File: src/rtl/square_decode.sv
// Purpose : cassette square-wave decoder; period-classifies din cycles into bits, aligns on SYNC_BYTE, assembles bytes LSB-first.
// Latency : byte_valid 4 clk after the final din rising edge at the pin (2 sync, 1 detect/classify, 1 output).
// Backpress: none; byte_valid is a one-clk pulse and byte_out holds until the next byte.
//
// Ports:
//   clk, reset_n      clock and asynchronous active-low reset
//   Q                 CPU Q clock; each rising edge (seen in clk domain) is one timebase tick
//   enable            decoder enable; low forces IDLE
//   din               asynchronous comparator output
//   byte_out          last received byte
//   byte_valid        one-clk pulse when byte_out updates
//   synced            high while byte-aligned (RECV)
//   carrier_err       one-clk pulse when no accepted edge arrives within TIMEOUT ticks
//
// Optional feature: define SQUARE_DECODE_GLITCH_FILTER_EN to insert a 3-sample,
// tick-clocked majority filter between the synchronizer and the edge detector.
module square_decode #(
    parameter logic [11:0] THRESH     = 12'd559,
    parameter logic [11:0] MIN_PERIOD = 12'd150,
    parameter logic [11:0] TIMEOUT    = 12'd2047,
    parameter logic [7:0]  SYNC_BYTE  = 8'h3C
) (
    input  logic       clk,
    input  logic       reset_n,
    input  logic       Q,
    input  logic       enable,
    input  logic       din,
    output logic [7:0] byte_out,
    output logic       byte_valid,
    output logic       synced,
    output logic       carrier_err
);

    typedef enum logic [1:0] {IDLE, HUNT, RECV} state_t;

    state_t      state;
    logic        din_s1, din_s2, din_d, q_d;
    logic        din_f;
    logic [11:0] cnt;
    logic        first;     // next edge only restarts the counter
    logic        armed;     // carrier_err allowed (cleared by a timeout until an accepted edge)
    logic        bit_vld, bit_val;
    logic [7:0]  sr;
    logic [2:0]  nbits;

    logic        tick, edge_det, active, edge_acc, timeout;
    logic [7:0]  sr_nxt;

    // Synchronizer and Q sample
    always_ff @(posedge clk or negedge reset_n) begin
        if (!reset_n) begin
            din_s1 <= 1'b0;
            din_s2 <= 1'b0;
            q_d    <= 1'b0;
        end else begin
            din_s1 <= din;
            din_s2 <= din_s1;
            q_d    <= Q;
        end
    end

    assign tick = Q & ~q_d;

`ifdef SQUARE_DECODE_GLITCH_FILTER_EN
    logic [2:0] samp;

    always_ff @(posedge clk or negedge reset_n) begin
        if (!reset_n)
            samp <= 3'b000;
        else if (tick)
            samp <= {samp[1:0], din_s2};
    end

    assign din_f = (samp[0] & samp[1]) | (samp[1] & samp[2]) | (samp[0] & samp[2]);
`else
    assign din_f = din_s2;
`endif

    always_ff @(posedge clk or negedge reset_n) begin
        if (!reset_n)
            din_d <= 1'b0;
        else
            din_d <= din_f;
    end

    assign edge_det = din_f & ~din_d;
    assign active   = enable && (state != IDLE);
    // The restart edge is accepted regardless of count; otherwise short cycles are glitches.
    assign edge_acc = active && edge_det && (first || (cnt >= MIN_PERIOD));
    // A coincident accepted edge suppresses the timeout.
    assign timeout  = active && armed && (cnt >= TIMEOUT) && !edge_acc;
    assign sr_nxt   = {bit_val, sr[7:1]};
    assign synced   = (state == RECV);

    always_ff @(posedge clk or negedge reset_n) begin
        if (!reset_n) begin
            state       <= IDLE;
            cnt         <= 12'd0;
            first       <= 1'b1;
            armed       <= 1'b1;
            bit_vld     <= 1'b0;
            bit_val     <= 1'b0;
            sr          <= 8'h00;
            nbits       <= 3'd0;
            byte_out    <= 8'h00;
            byte_valid  <= 1'b0;
            carrier_err <= 1'b0;
        end else begin
            byte_valid  <= 1'b0;
            carrier_err <= 1'b0;
            bit_vld     <= 1'b0;
            if (!enable || (state == IDLE)) begin
                // IDLE clears the measurement and framing; byte_out is held.
                state <= enable ? HUNT : IDLE;
                cnt   <= 12'd0;
                first <= 1'b1;
                armed <= 1'b1;
                sr    <= 8'h00;
                nbits <= 3'd0;
            end else begin
                // Period measurement and bit classification
                if (edge_acc) begin
                    cnt     <= 12'd0;
                    first   <= 1'b0;
                    armed   <= 1'b1;
                    bit_vld <= !first;
                    bit_val <= (cnt < THRESH);
                end else if (tick && (cnt != 12'hFFF)) begin
                    cnt <= cnt + 12'd1;
                end

                // Framing; a pending bit cannot coincide with a timeout since the
                // counter was just reloaded by the edge that produced it.
                if (timeout) begin
                    carrier_err <= 1'b1;
                    state       <= HUNT;
                    sr          <= 8'h00;
                    nbits       <= 3'd0;
                    first       <= 1'b1;
                    armed       <= 1'b0;
                end else if (bit_vld) begin
                    sr <= sr_nxt;
                    case (state)
                        HUNT: begin
                            if (sr_nxt == SYNC_BYTE) begin
                                state <= RECV;
                                nbits <= 3'd0;
                            end
                        end
                        RECV: begin
                            if (nbits == 3'd7) begin
                                byte_out   <= sr_nxt;
                                byte_valid <= 1'b1;
                                nbits      <= 3'd0;
                            end else begin
                                nbits <= nbits + 3'd1;
                            end
                        end
                        default: state <= IDLE;
                    endcase
                end
            end
        end
    end

endmodule

File: config.mk
export PLATFORM = sky130hd
export DESIGN_NAME = square_decode
export DESIGN_NICKNAME = d
export VERILOG_FILES = /design/src/rtl/square_decode.sv
export SDC_FILE = /design/constraint.sdc
export NUM_CORES = 1
export LEC_CHECK = 0
export BUFFER_PORTS_ARGS = -buffer_cell sky130_fd_sc_hd__buf_2
export CAP_MARGIN = 20
export CORE_MARGIN = 5
export CORE_UTILIZATION = 35
export DETAILED_ROUTE_END_ITERATION = 8
export GPL_TIMING_DRIVEN = 1
export PLACE_DENSITY = 0.47
export SLEW_MARGIN = 20
export SYNTH_ARGS = -nofsm -noshare
export SYNTH_HDL_FRONTEND = slang
export SYNTH_SLANG_ARGS = --single-unit
File: constraint.sdc
create_clock -name clk -period 3.7 [get_ports clk]
set_input_delay 0.74 -clock clk [delete_from_list [all_inputs] [get_ports clk]]
set_output_delay 0.74 -clock clk [all_outputs]
set_load 0.01 [all_outputs]
Yosys cells after proc, flatten, opt, wreduce, memory -nomap -nowiden
Cells that the tools add are included.
- equality and inequality tests: 7
- bitwise logic cells: 6
- order comparisons: 3
- multiplexer cells: 33
- $add $sub $neg: 2
- reduce and logical (&&, ||, !) cells: 22
- operator list (cell ; count):
    $mux 12 ; 3
    $mux 8 ; 3
    $mux 1 ; 16
    $mux 3 ; 5
    $add 12x1->12 const B ; 1
    $ge 12x11->1 const B ; 1
    $ge 12x8->1 const B ; 1
    $lt 12x10->1 const B ; 1
    $ne 12x12->1 const B ; 1
    $reduce_bool 3->1 ; 3
    $eq 8x6->1 const B ; 1
    $mux 2 ; 4
    $logic_and 1x1->1 ; 7
    $pmux 3 s2 ; 1
    $reduce_and 3->1 ; 2
    $reduce_and 5->1 ; 1
    $ne 4x4->1 const B ; 1
    $not 1->1 ; 4
    $pmux 2 s2 ; 1
    $reduce_bool 4->1 ; 1
    $add 3x1->3 const B ; 1
    $eq 3x3->1 const B ; 1
    $logic_not 1->1 ; 3
    $ne 3x1->1 const B ; 1
    7 further kinds ; 9
- bits in registers: 43
- word-level logic and storage cells: 88

Longest topological paths before layout
- depth in word-level cells: 8
- gate-level depth with buffers: 8
- gate-level depth less buffers: 7

Least setup slack after synthesis
No wires, ideal clock.
- kind: register -> register
- start point: register cnt[0]
- end point: register byte_out[0]
- slack: 1.799 ns
- arrival time: 1.776 ns
- clock period less this slack: 1.901 ns
- buffers on the path: 0
- cell stages (with the launch flop): 7
- cell sequence: dfrtp_1 -> ha_1 -> and3_1 -> a31oi_4 -> nor2b_4 -> a21oi_4 -> mux2_2
- longest elaborated chain between the ends: 7
- ends and longest elaborated chain (item ; RTL line ; source):
    start, declared ; 39 ; logic [11:0] cnt;
    start signal, assigned ; 129 ; cnt <= cnt + 12'd1;
    $ge 12x8->1 ; 89 ; assign edge_acc = active && edge_det && (first || (cnt >= MIN_PERIOD));
    $logic_or 1x1->1 ; 89 ;
    $logic_and 1x1->1 ; 89 ;
    $logic_not 1->1 ; 91 ; assign timeout = active && armed && (cnt >= TIMEOUT) && !edge_acc;
    $logic_and 1x1->1 (*) ; 91 ;
    $not 1->1 (no line) (*) ; n/a ;
    $reduce_and 5->1 (no line) (*) ; n/a ;
    end signal, assigned ; 152 ; byte_out <= sr_nxt;
    end, declared ; 28 ; output logic [7:0] byte_out,
Mark *: on every way between the ends. The rest lies on a longest branch, timed or not.
A chain may end at the register's enable or synchronous reset.

Worst setup path in the final report
- start point: register cnt[0]
- end point: register byte_out[6]
Same word-level chain as after synthesis.

==> flow_summary.ini <==
[die]
dieHeight_um = 84.7
start_util_pct = 35.7
coreArea_mm2 = 0.00547
rows = 27
pin_count = 16
dieArea_mm2 = 0.00717
fp.dieW_um = 84.7

[cells_and_area]
drive_gt1_share_pct = 22.5
regArea_mm2 = 0.00105
nNetsFinal = 195
multi_input_area_um2 = 866
syn2layout_area_growth_pct = 11.9
diodes = 0
finalInstanceArea_mm2 = 0.00218
fill_cells = 545
finalNonFillerCells = 259
final_core_util_pct = 39.9

[clocking]
clk_root_buffer_cell = clkbuf_8
postCtsHoldBufs = 0
htreeDepth = 2
cts.path.max_buffers = 2
cts_resized = 0
insertion_delay_ps = 290
postCtsSetupBuffers = 0
cts_made_buffers = 5
cts_sinks = 42
tritoncts = done
clk_pin_slew_ps = 70

[setup_path]
cp_slowest_cell = dfrtp_1
max_stage_delay_ps = 430
critPathMaxFanout = 9
cp-start-kind = flop
cp.required_ps = 3870
end_kind = flop
critPathArrivalTime_ps = 2270
worstPathCellList = ha_1, and3_1, a31oi_4, nor2b_4, a21oi_4, mux2_2
critical_path_class = flop to flop

[global_routing]
grt_usage_pct = 11.1
overflow = 0
grt_max_degree = 43
grt_pass1_vias = 1313
grt_pass1_wl_um = 6380
antenna_found_initial = 0

[detailed_routing]
drt_iter0_drc = 87
drc = 0
antenna_left = 0
finalWirelength_um = 3630
wl_per_cell_um = 14.0
post_drt_via_cell_ratio = 4.97
num_vias = 1288
drt_pass1_iterations = 4

[yosys]
yosysSeqAreaShare_pct = 54.0
yosys_register_bits = 42
synth_nets = 177
yosys-top-cells-area = dfrtp_1 (51%), mux2_2 (5.2%), mux2i_1 (4.6%)
avgSynthCellArea_um2 = 11.6
yosys.area.top_type_share_pct = 51.3
yosysWarnings = 0
synthCells = 168
ys_types = 44
synth_area_mm2 = 0.00195
synth_area_leader_cell = dfrtp_1

[placed_design]
dpl.hpwl_um = 2510
portBuffers = 15
placed_area_mm2 = 0.00209
placed_cells = 251
gp_congestion = 0.726

[sta]
period_needed_ps = 2100
slew_headroom_pct = 39.2
final_max_slew_viol_count = 0
finalSetupTns_ps = 0
finClkSkew_ps = 6.26
period_share_pct = 56.7
grt_setup_unrepaired = false
setup_viol = 0
clock.fmax_mhz = 477
worst_pin_slew_ps = 912
hold_viol_final = 0

[min_path]
hold_path.class = flop to flop

[status]
status = finished clean

[power_and_ir_drop]
ir_worst_vdd_mv = 0.140
power_density_mw_per_mm2 = 364
power_leakage_nw = 0.967

[job]
cap_viol_max_count = 0
-- cells in the final DEF, fill, tap and decap left out, types with 3 or more instances in the layout --
cell      netlist  final
dfrtp_1        40     40
nor2_1         21     21
buf_2           2     15
nand2_1        10     10
mux2_2          9      9
mux2i_1         9      9
o21ai_0         7      7
xor2_1          6      6
clkbuf_8        0      6
nor3_1          4      4
nand2b_1        4      4
nand4_1         4      4
nand3_1         4      4
a21oi_1         4      4
ha_1            4      4
and3_1          3      3
-- area by class of cell --
type / instances / area share (%)
Clock inverter: 1 / 0.229
Sequential cell: 42 / 48.3
Multi-Input combinational cell: 120 / 39.7
Inverter: 2 / 0.344
Tap cell: 72 / 4.13
Clock buffer: 7 / 3.95
Timing Repair Buffer: 15 / 3.44
-- worst paths after layout --
check / startpoint / to / slack [ps] / depth (start not counted)
max in group asynchronous: reset_n / cnt[1] / 2550 / 1
min reg2reg: din_s1 / din_f / 350 / 0
min: din_s1 / din_f / 350 / 0
max reg2reg: cnt[0] / byte_out[6] / 1600 / 6
min in group asynchronous: reset_n / state[0] / 580 / 1
max: cnt[0] / byte_out[6] / 1600 / 6
-- layer usage --
layer / wire length [um] / global-route usage (%)
met1: 1850 / 15.5
met4: 63 / 4.75
met5: 0 / 0
met2: 1600 / 16.2
met3: 120 / 2.65
-- critical path, delay by kind of cell (launching register included) --
family / cells / cell delay (ps)
AOI/OAI and AO/OA: 2 / 570
and+or+nand+nor: 2 / 350
adders and majority gates: 1 / 260
muxes: 1 / 380
DFF: 1 / 430
-- kinds of logic (layout without fill, tap and decap cells) --
group / after synthesis / after routing / share of synthesized area [%]
AO/OA/AOI/OAI: 27 / 27 / 11.3
XOR/XNOR: 8 / 8 / 3.59
adder cells (fa/ha/maj): 4 / 4 / 2.56
buffers and inverters: 6 / 25 / 1.67
flip-flops: 42 / 42 / 54.0
multiplexers: 18 / 18 / 9.81
AND/OR/NAND/NOR: 63 / 63 / 17.1
-- power by group --
group	internal (mW)	leakage (nW)	total (mW)	switching [mW]
registers	0.464	0.563	0.468	0.00390
clock network	0.150	0.0482	0.299	0.148
logic	0.00815	0.356	0.0296	0.0214
total	0.622	0.967	0.796	0.173
-- state kept, by name, indices dropped and copies added, names as in the netlist, 2 cells and up --
register	cells
byte_out	8
cnt	12
sr	7
nbits	3
state	2
-- stage by stage --
| step | hold WS [ps] | setup WS, ps | total power [mW] |
|---|---|---|---|
| floorplan | 331 | 1800 | 0.491 |
| global placement | 338 | 1640 | 0.507 |
| finish | 352 | 1600 | 0.796 |
| global route | 354 | 1440 | 0.829 |
| detailed placement | 335 | 1580 | 0.508 |
| CTS | 353 | 1570 | 0.816 |
-- cells in the mapped netlist, drive strengths merged --
master,count
nor3,4
and3,3
or3b,1
nand4b,1
a21boi,1
nor4,1
nor2,21
ha,4
a41oi,2
xnor2,2
a31oi,1
a311oi,2
dfstp,2
nand2,10
nor2b,3
dfrtp,40
or2,1
nand2b,4
buf,4
o21a,2
nand3,4
a21o,2
nand4,4
nor3b,2
mux2i,9
o21ai,7
mux2,9
xor2,6
a211oi,2
a41o,1
and2b,1
and3b,1
inv,2
and4,2
o211ai,1
a21oi,5
o41ai,1
Note: power is estimated with default switching activity, not from simulation.
